## config.mk

```make
export PLATFORM = sky130hd
export DESIGN_NAME = ir_fetch
export DESIGN_NICKNAME = d
export VERILOG_FILES = /design/src/rtl/ir_fetch.sv
export SDC_FILE = /design/constraint.sdc
export NUM_CORES = 1
export LEC_CHECK = 0
export ABC_AREA = 1
export BUFFER_PORTS_ARGS = -buffer_cell sky130_fd_sc_hd__buf_2
export CAP_MARGIN = 20
export CORE_ASPECT_RATIO = 0.5
export CORE_MARGIN = 4
export CORE_UTILIZATION = 44
export CTS_BUF_LIST = sky130_fd_sc_hd__clkbuf_8
export CTS_CLUSTER_SIZE = 20
export DETAILED_ROUTE_END_ITERATION = 12
export HOLD_SLACK_MARGIN = 0.12
export PLACE_DENSITY = 0.82
export SLEW_MARGIN = 20
export SYNTH_ARGS = -nofsm -noshare
export SYNTH_HDL_FRONTEND = slang
export SYNTH_SLANG_ARGS = --single-unit
```

## constraint.sdc

```tcl
create_clock -name clk_i -period 2.05 [get_ports clk_i]
set_clock_uncertainty 0.05 [all_clocks]
set_input_delay 0.205 -clock clk_i [delete_from_list [all_inputs] [get_ports clk_i]]
set_output_delay 0.205 -clock clk_i [all_outputs]
set_load 0.05 [all_outputs]
```

## src/rtl/ir_fetch.sv

```systemverilog
// ir_fetch: instruction fetch unit with a held instruction register (IR).
// Issues one instruction-memory request per fetch_start_i accepted in IDLE,
// loads the returned word into the IR, pulses fetch_done_o, and decodes
// the IR fields plus the immediate-extension mode for the extender.
//
// Optional feature, macro FETCH_TIMEOUT_EN:
//   defined   -> a 4-bit wait counter moves the FSM to a sticky ERR state
//                after 16 consecutive REQ cycles without imem_ready_i.
//   undefined -> REQ waits forever, ERR is unreachable and fetch_err_o is 0.
module ir_fetch (
    input  logic        clk_i,
    input  logic        reset_i,
    input  logic        fetch_start_i,
    input  logic [31:0] pc_i,
    output logic        imem_req_o,
    output logic [31:0] imem_addr_o,
    input  logic        imem_ready_i,
    input  logic [31:0] imem_rdata_i,
    output logic [31:0] instr_o,
    output logic [5:0]  opcode_o,
    output logic [4:0]  rs_o,
    output logic [4:0]  rt_o,
    output logic [4:0]  rd_o,
    output logic [4:0]  shamt_o,
    output logic [5:0]  funct_o,
    output logic [15:0] Ext_offset_o,
    output logic [1:0]  Eoff_sign_o,
    output logic        busy_o,
    output logic        fetch_done_o,
    output logic        instr_valid_o,
    output logic        fetch_err_o
);

    // Extension modes understood by the immediate extender.
    localparam logic [1:0] EXT_ZERO  = 2'b00;
    localparam logic [1:0] EXT_UPPER = 2'b01;
    localparam logic [1:0] EXT_SIGN  = 2'b10;

    typedef enum logic [1:0] {
        IDLE = 2'd0,
        REQ  = 2'd1,
        DONE = 2'd2,
        ERR  = 2'd3
    } state_t;

    state_t      state;
    state_t      state_next;
    logic [31:0] addr_q;
    logic [31:0] ir_q;
    logic        valid_q;
    logic [1:0]  ext_mode;

`ifdef FETCH_TIMEOUT_EN
    logic [3:0]  wait_cnt;
    logic        err_q;
    // A wait count of 15 means this is the 16th REQ cycle without ready.
    logic        wait_expired;
    assign wait_expired = (wait_cnt == 4'hF);
`endif

    // State register; reset wins over everything, including a pending ready.
    always_ff @(posedge clk_i) begin
        if (reset_i) state <= IDLE;
        else         state <= state_next;
    end

    // Next-state logic; start is only honoured in IDLE, ready only in REQ.
    always_comb begin
        state_next = state;
        case (state)
            IDLE: if (fetch_start_i) state_next = REQ;
            REQ: begin
                if (imem_ready_i) state_next = DONE;
`ifdef FETCH_TIMEOUT_EN
                else if (wait_expired) state_next = ERR;
`endif
            end
            DONE: state_next = IDLE;
`ifdef FETCH_TIMEOUT_EN
            ERR:  state_next = ERR;
`else
            ERR:  state_next = IDLE;
`endif
            default: state_next = IDLE;
        endcase
    end

    // Output decode; reset_i forces the handshake outputs low in the same cycle.
    always_comb begin
        imem_req_o   = 1'b0;
        busy_o       = 1'b0;
        fetch_done_o = 1'b0;
        if (!reset_i) begin
            case (state)
                REQ: begin
                    imem_req_o = 1'b1;
                    busy_o     = 1'b1;
                end
                DONE: begin
                    busy_o       = 1'b1;
                    fetch_done_o = 1'b1;
                end
                default: ;
            endcase
        end
    end

    // Address capture on accepted start; IR load and valid flag on the ready edge.
    always_ff @(posedge clk_i) begin
        if (reset_i) begin
            addr_q  <= 32'h0;
            ir_q    <= 32'h0;
            valid_q <= 1'b0;
        end else begin
            if (state == IDLE && fetch_start_i)
                addr_q <= pc_i;
            if (state == REQ && imem_ready_i) begin
                ir_q    <= imem_rdata_i;
                valid_q <= 1'b1;
            end
        end
    end

`ifdef FETCH_TIMEOUT_EN
    // Wait counter: cleared on entry to REQ, counts REQ cycles without ready.
    always_ff @(posedge clk_i) begin
        if (reset_i)
            wait_cnt <= 4'h0;
        else if (state != REQ && state_next == REQ)
            wait_cnt <= 4'h0;
        else if (state == REQ && !imem_ready_i)
            wait_cnt <= wait_cnt + 4'h1;
    end

    // Sticky error flag, set on the edge that enters ERR.
    always_ff @(posedge clk_i) begin
        if (reset_i)
            err_q <= 1'b0;
        else if (state_next == ERR)
            err_q <= 1'b1;
    end

    assign fetch_err_o = err_q;
`else
    assign fetch_err_o = 1'b0;
`endif

    // Extension mode from the IR opcode: logical immediates zero-extend,
    // lui shifts up, branches/arith immediates/loads/stores sign-extend.
    always_comb begin
        ext_mode = EXT_ZERO;
        case (ir_q[31:26])
            6'h0C, 6'h0D, 6'h0E: ext_mode = EXT_ZERO;
            6'h0F:               ext_mode = EXT_UPPER;
            6'h04, 6'h05, 6'h08, 6'h09, 6'h0A, 6'h0B,
            6'h20, 6'h21, 6'h23, 6'h24, 6'h25,
            6'h28, 6'h29, 6'h2B: ext_mode = EXT_SIGN;
            default:             ext_mode = EXT_ZERO;
        endcase
    end

    assign Eoff_sign_o   = reset_i ? EXT_ZERO : ext_mode;
    assign imem_addr_o   = addr_q;
    assign instr_valid_o = valid_q;
    assign instr_o       = ir_q;
    assign opcode_o      = ir_q[31:26];
    assign rs_o          = ir_q[25:21];
    assign rt_o          = ir_q[20:16];
    assign rd_o          = ir_q[15:11];
    assign shamt_o       = ir_q[10:6];
    assign funct_o       = ir_q[5:0];
    assign Ext_offset_o  = ir_q[15:0];

endmodule

```

==> Yosys cells after proc, flatten, opt, wreduce, memory -nomap -nowiden <==
Memories as Yosys holds them, arrays and structs flattened. A register that Yosys moved wholly into a read port is not among the register bits.
Cells that the tools add are included.
{ "word_totals": {"regBits": 67, "romBits": 128, "inputBits": 68, "out_inout_bits": 119, "wordCells": 28, "memories": 1} }
{ "classes": {"eq_ne": 5, "n_mux": 12, "reduce_logical": 6} }
{ "mem_list": {"columns": ["name", "depth", "width", "rd", "rd_clocked_by_memory_dff", "write_ports", "line", "text"], "rows": [
  ["(name not given)", 64, 2, 1, 1, 0, "152", "case (ir_q[31:26])"]
]} }
{ "ops": {"columns": ["cell", "count"], "rows": [
  ["2-to-1 mux 6 bit", 2],
  ["2-to-1 mux 1 bit", 6],
  ["2-to-1 mux 2 bit", 3],
  ["one-hot mux 2 bit (3 select lines)", 1],
  ["== test 2 bit (second input constant)", 2],
  ["inequality test 2 bit (second input constant)", 2],
  ["OR reduction 2 bit", 2],
  ["== test 2 x 1 -> 1 bit (second input constant)", 1],
  ["logical AND 1 bit", 2],
  ["logical NOT 2 bit", 1],
  ["AND reduction 2 bit", 1]
]} }

==> Depth between registers and ports, before layout <==
Gate-level depths: netlist of run 1.
{ "depth": {"word_depth": 4, "depth_mapped": 10, "depth_no_buf": 10} }

==> Least setup slack after synthesis of run 1 <==
Ideal clock, no wire load.
{ "synth_path": {"path_kind": "register to output", "from": "register state[1]", "to": "output port imem_req_o", "t_arrival_ps": 1419, "required_time_ps": 1795, "setup_slack_ps": 376, "stages_incl_launch_ff": 5, "path_buffers": 0, "cell_sequence": "dfxtp_1 -> inv_1 -> ha_1 -> inv_1 -> nor2_1"} }
{ "synth_between": {"elab_chain_len": 3} }
{ "synth_lines": {"columns": ["element", "line", "text"], "rows": [
  ["start: declaration", "46", "state_t state;"],
  ["start signal: assignment", "64", "else state <= state_next;"],
  ["== test 2 x 1 -> 1 bit", "94", "case (state)"],
  ["2-to-1 mux 1 bit", "94", null],
  ["2-to-1 mux 1 bit", "93", "if (!reset_i) begin"],
  ["end: declaration", "15", "output logic imem_req_o,"]
]} }
Every way passes these cells.

==> Worst setup path in the final report of run 1 <==
{ "layout_path": {"from": "register state[0]", "to": "register addr_q[22] (netlist: imem_addr_o[22])"} }
{ "layout_between": {"elab_chain_len": 2} }
{ "layout_lines": {"columns": ["element", "line", "text"], "rows": [
  ["logical NOT 2 bit", "115", "if (state == IDLE && fetch_start_i)"],
  ["logical AND 1 bit", "115", null],
  ["end signal: assignment", "116", "addr_q <= pc_i;"],
  ["end: declaration", "48", "logic [31:0] addr_q;"]
]} }
Every way passes these cells.
A chain may end at the register's enable or synchronous reset.

==> impl_metrics.py, run 1 <==
metrics = {
    "job": {
        "maxCapViolCount": 0,
    },
    "timing": {
        "setup_viol": 0,
        "hold_violations": 0,
        "final.setup.tns_ns": 0,
        "post-route-period-util_pct": 91.2,
        "layout_min_cycle_time_ns": 1.87,
        "rsz0062_at_grt": "no",
        "max_slew_margin_pct": 32.9,
        "slew_violations": 0,
        "tightest_slew_ns": 1.00,
        "fin_ws_ns": 0.181,
        "fmax_mhz": 535,
    },
    "critical_path": {
        "endpoint_kind": "flip-flop",
        "critical_path.cell_chain": "inv_1 > ha_1 > nand2_1 > inv_1 > nor2_1 > nor2_1",
        "worst-endpoint-required_ns": 2.27,
        "crit_family": "buffers and inverters",
        "arrival_ns": 2.09,
        "cp-start-kind": "flip-flop",
        "r2r_start": "state[0]",
        "path_class": "flip-flop to flip-flop",
        "worst-path-max-fanout": 32,
        "setup.worst_path.start": "state[0]",
        "max_stage_delay_ns": 0.72,
        "worst-path-buf-inv": 2,
        "crit_slowest_cell": "inv_1",
    },
    "place": {
        "portBuffers": 185,
        "finalWeightedCongestion": 0.814,
        "dpl.hpwl_um": 5630,
        "placed_cells": 603,
        "pre_cts_slack_ns": 0.240,
        "placed_cell_area_um2": 3600,
    },
    "routing": {
        "drt_drc_violations_left": 0,
        "drt_wl_total_um": 8990,
        "vias": 3098,
        "wl_per_cell_um": 13.2,
        "detail_route.iter0.violations": 129,
        "ant_nets": 0,
        "firstDrtPassIters": 4,
        "viasPerCell": 4.56,
    },
    "clocking": {
        "clock-sinks": 69,
        "cts_buffer_depth": 2,
        "cts_tree": "yes",
        "cts_buffers": 9,
        "cts-root-buf": "clkbuf_8",
        "cts_resized": 0,
        "post_cts_buffers": 0,
        "clk_latency_ns": 0.34,
        "path_clk_slew_ns": 0.07,
        "h-tree-depth": 3,
        "cts_hold_buf": 60,
    },
    "cells_and_area": {
        "stdcell_count": 680,
        "postLayoutCellArea_um2": 4390,
        "nets": 659,
        "final_layout_size_suffix_gt1_share_pct": 36.8,
        "final_common_cell": "buf_2",
        "mostFrequentLayoutCells": "buf_2, nor2_1, dfxtp_1",
        "final_core_util_pct": 69.0,
        "fillers": 489,
        "area_growth_pct": 45.6,
    },
    "logic_synthesis": {
        "yosysUniqueCellTypes": 21,
        "synth_top_family_by_area": "simple AND/OR/NAND/NOR gates",
        "synth_nets": 467,
        "post_synth_xor_area_fraction_pct": 0,
        "synth-simple-area-share_pct": 22.5,
        "synthAdderAreaFrac_pct": 2.08,
        "synthCells": 394,
        "syn_area_um2": 3010,
        "synth_seq_area_share_pct": 45.9,
        "yosysWarningCount": 0,
        "synth_seq_cells": 69,
        "syn_area_per_cell_um2": 7.64,
        "synth-compound-area-share_pct": 10.5,
        "synthMuxAreaShare_pct": 0,
    },
    "floorplan": {
        "fp-row-count": 20,
        "die_area_um2": 8310,
        "num_io_pins": 187,
        "coreArea_um2": 6360,
        "start_util_pct": 47.4,
        "die_w_um": 125,
        "die_h_um": 66.5,
    },
    "power": {
        "pwr_density_cell_nw_per_um2": 1400,
        "leakagePower_nw": 2.35,
        "ir_drop_mv": 0.581,
    },
    "grt": {
        "grt_pass1_vias": 3044,
        "gr-total-overflow": 0,
        "grt_max_degree": 46,
        "grt_usage_pct": 22.0,
        "grt_pass1_wl_um": 14600,
        "antenna_found_initial": 0,
    },
    "hold_path": {
        "min_path_type": "primary input to flip-flop",
        "worstHoldStart": "imem_rdata_i[30]",
    },
    "outcome": {
        "status": "finished, final reports clean",
    },
}
-- metal layers --
metal	GRT usage [%]	routed length [um]	vias to the layer above
li1	-	-	1555
met1	21.0	3240	1377
met2	43.0	4830	134
met3	6.81	624	32
met4	12.3	289	0
met5	0	0	-
-- where the power goes --
part,total (mW),internal [mW],switching [mW]
clock,0.985,0.521,0.464
sequential,1.85,1.65,0.195
combinational,3.29,0.740,2.55
-- worst reg2reg max path, stage by stage, from the launching register on --
cell,delay (ns)
dfxtp_1,0.33
inv_1,0.13
ha_1,0.18
nand2_1,0.06
inv_1,0.72
nor2_1,0.16
nor2_1,0.18
-- metrics by stage --
step / hold slack, ns / total power, mW
2_1_floorplan: 0.227 / 4.62
3_3_place_gp: 0.405 / 5.01
3_5_place_dp: 0.411 / 5.06
4_1_cts: 0.149 / 6.14
5_1_grt: 0.197 / 6.46
6_report: 0.171 / 6.12
-- cell families after synthesis --
| group | count (synthesis) |
|---|---|
| and+or+nand+nor | 162 |
| AOI/OAI and AO/OA | 63 |
| other | 1 |
| DFF | 69 |
| adders and majority gates | 5 |
| buffers and inverters | 94 |
-- final cells by class --
class	count	area [um2]	area share, %
Clock inverter	3	12.5	0.285
Clock buffer	12	165	3.77
Sequential cell	69	1380	31.5
Timing Repair Buffer	248	1550	35.3
Inverter	27	101	2.31
Tap cell	88	110	2.51
Multi-Input combinational cell	231	1060	24.2
Antenna cell	2	5.00	0.114
-- final timing paths --
check / depth (start not counted) / end / slack, ns
setup / recovery: 6 / imem_addr_o[22] / 0.18
hold / removal: 5 / instr_o[30] / 0.17
setup reg to reg: 6 / imem_addr_o[22] / 0.18
hold reg to reg: 2 / imem_addr_o[23] / 0.43
-- cells in the mapped netlist --
cell,n,area [um2]
inv_1,24,90.1
a21oi_1,2,10.0
nor2_2,5,31.3
nor2_4,1,11.3
nand2_1,18,67.6
nor2_1,125,469
ha_1,5,62.6
inv_2,3,11.3
buf_6,2,22.5
o22ai_1,1,6.26
nand2_2,1,6.26
conb_1,1,3.75
o21ai_0,60,300
nand2_4,2,22.5
nand3_1,6,30.0
clkbuf_1,6,22.5
buf_2,6,30.0
buf_4,51,383
clkbuf_2,2,10.0
dfxtp_1,69,1380
nand3_2,4,40.0
-- state kept, by name, summed over array words and instances (netlist names) --
name / flops
ext_mode: 2
state: 2
imem_addr_o: 32
instr_valid_o: 1
instr_o: 32
No activity file was read; power rests on OpenSTA's default activity.
==> run 2, diff against run 1 <==
Settings changed: CORE_UTILIZATION 44 to 40, PLACE_DENSITY 0.82 to 0.81.
==> impl_metrics.py, run 2 (synthesis results as in run 1) <==
metrics = {
    "outcome": {
        "status": "finished, final reports clean",
    },
    "power": {
        "ir_drop_mv": 0.577,
        "leakagePower_nw": 2.35,
        "pwr_density_cell_nw_per_um2": 1400,
        "p_total_mw": 6.16,
    },
    "cells_and_area": {
        "nets": 660,
        "final_common_cell": "buf_2",
        "final_core_util_pct": 60.2,
        "final_layout_size_suffix_gt1_share_pct": 37.4,
        "fillers": 624,
        "mostFrequentLayoutCells": "buf_2, nor2_1, dfxtp_1",
        "area_growth_pct": 46.3,
    },
    "critical_path": {
        "cp-start-kind": "flip-flop",
        "worst-endpoint-required_ns": 2.28,
        "path_class": "flip-flop to flip-flop",
        "critical_path.cell_chain": "inv_1 > ha_1 > nand2_1 > inv_1 > nor2_1 > nor2_1",
        "worst-path-max-fanout": 32,
        "arrival_ns": 2.07,
        "crit_slowest_cell": "inv_1",
        "endpoint_kind": "flip-flop",
        "max_stage_delay_ns": 0.72,
    },
    "grt": {
        "grt_pass1_vias": 2938,
        "grt_usage_pct": 19.1,
        "grt_max_degree": 33,
        "gr-total-overflow": 0,
        "grt_pass1_wl_um": 13700,
        "antenna_found_initial": 0,
    },
    "timing": {
        "max_slew_margin_pct": 33.0,
        "slew_violations": 0,
        "hold_violations": 0,
        "post-route-period-util_pct": 89.6,
        "fmax_mhz": 545,
        "setup_viol": 0,
        "rsz0062_at_grt": "no",
        "tightest_slew_ns": 1.00,
        "layout_min_cycle_time_ns": 1.84,
        "final.setup.tns_ns": 0,
    },
    "floorplan": {
        "die_w_um": 131,
        "die_area_um2": 9070,
        "die_h_um": 69.4,
        "start_util_pct": 41.1,
        "coreArea_um2": 7320,
        "fp-row-count": 22,
        "num_io_pins": 187,
    },
    "clocking": {
        "h-tree-depth": 3,
        "post_cts_buffers": 0,
        "clk_latency_ns": 0.35,
        "cts_buffer_depth": 2,
        "cts_tree": "yes",
        "clock-sinks": 69,
        "cts_resized": 0,
        "cts_buffers": 9,
        "path_clk_slew_ns": 0.07,
        "cts_hold_buf": 59,
        "cts-root-buf": "clkbuf_8",
    },
    "routing": {
        "vias": 3060,
        "viasPerCell": 4.45,
        "firstDrtPassIters": 4,
        "detail_route.iter0.violations": 104,
        "ant_nets": 0,
        "drt_wl_total_um": 8590,
        "wl_per_cell_um": 12.5,
        "drt_drc_violations_left": 0,
    },
    "place": {
        "dpl.hpwl_um": 5480,
        "portBuffers": 185,
        "finalWeightedCongestion": 0.745,
    },
    "job": {
        "maxCapViolCount": 0,
    },
    "hold_path": {
        "min_path_type": "primary input to flip-flop",
    },
}
## run 2: cell types whose count changed in the layout (fill, tap and decap cells not counted), sizes merged
cell / change
buf: +2
clkinvlp: +2
inv: -2
diode: -1
dlygate4sd3: -1
## run 2: per-stage QoR
step,setup WS [ns],area (um2),hold slack [ns],instances
after CTS,0.196,4400,0.127,687
after floorplan,0.376,3010,0.227,394
after global routing,0.00590,4400,0.122,687
after global placement,0.313,3630,0.396,613
after detailed placement,0.266,3630,0.410,613
final,0.214,4410,0.143,688
## run 2: worst paths after layout
| path | startpoint | end | slack, ns | depth (start not counted) |
|---|---|---|---|---|
| worst max register to register | state[0] | imem_addr_o[24] | 0.21 | 6 |
| worst max-delay path | state[0] | imem_addr_o[24] | 0.21 | 6 |
| worst min register to register | instr_valid_o | instr_valid_o | 0.42 | 2 |
| worst min-delay path | imem_rdata_i[26] | instr_o[26] | 0.14 | 3 |
## run 2: where the power goes
part	total (mW)	leakage, nW	switching (mW)	internal, mW
Sequential	1.84	0.568	0.185	1.65
Combinational	3.29	1.69	2.54	0.745
Clock	1.03	0.0905	0.500	0.529
## run 2: final cells by class
class	count	area (um2)	area share (%)
timing repair buffer	249	1550	35.3
sequential	69	1380	31.4
multi-input combinational	231	1060	24.1
clock buffer	12	165	3.75
tap	96	120	2.73
inverter	27	101	2.30
clock inverter	3	20.0	0.454
antenna	1	2.50	0.0568
## run 2: worst max-delay path: cells and delay by family, from the launching register on
kind,cells,cell delay (ns)
adders and majority gates,1,0.19
DFF,1,0.33
and+or+nand+nor,3,0.35
buffers and inverters,2,0.85
## run 2: per-layer routing
layer / global-route usage, % / up-vias / routed length (um)
li1: - / 1560 / -
met1: 18.8 / 1351 / 3120
met2: 35.3 / 123 / 4600
met3: 6.77 / 26 / 597
met4: 9.24 / 0 / 272
met5: 0 / - / 0
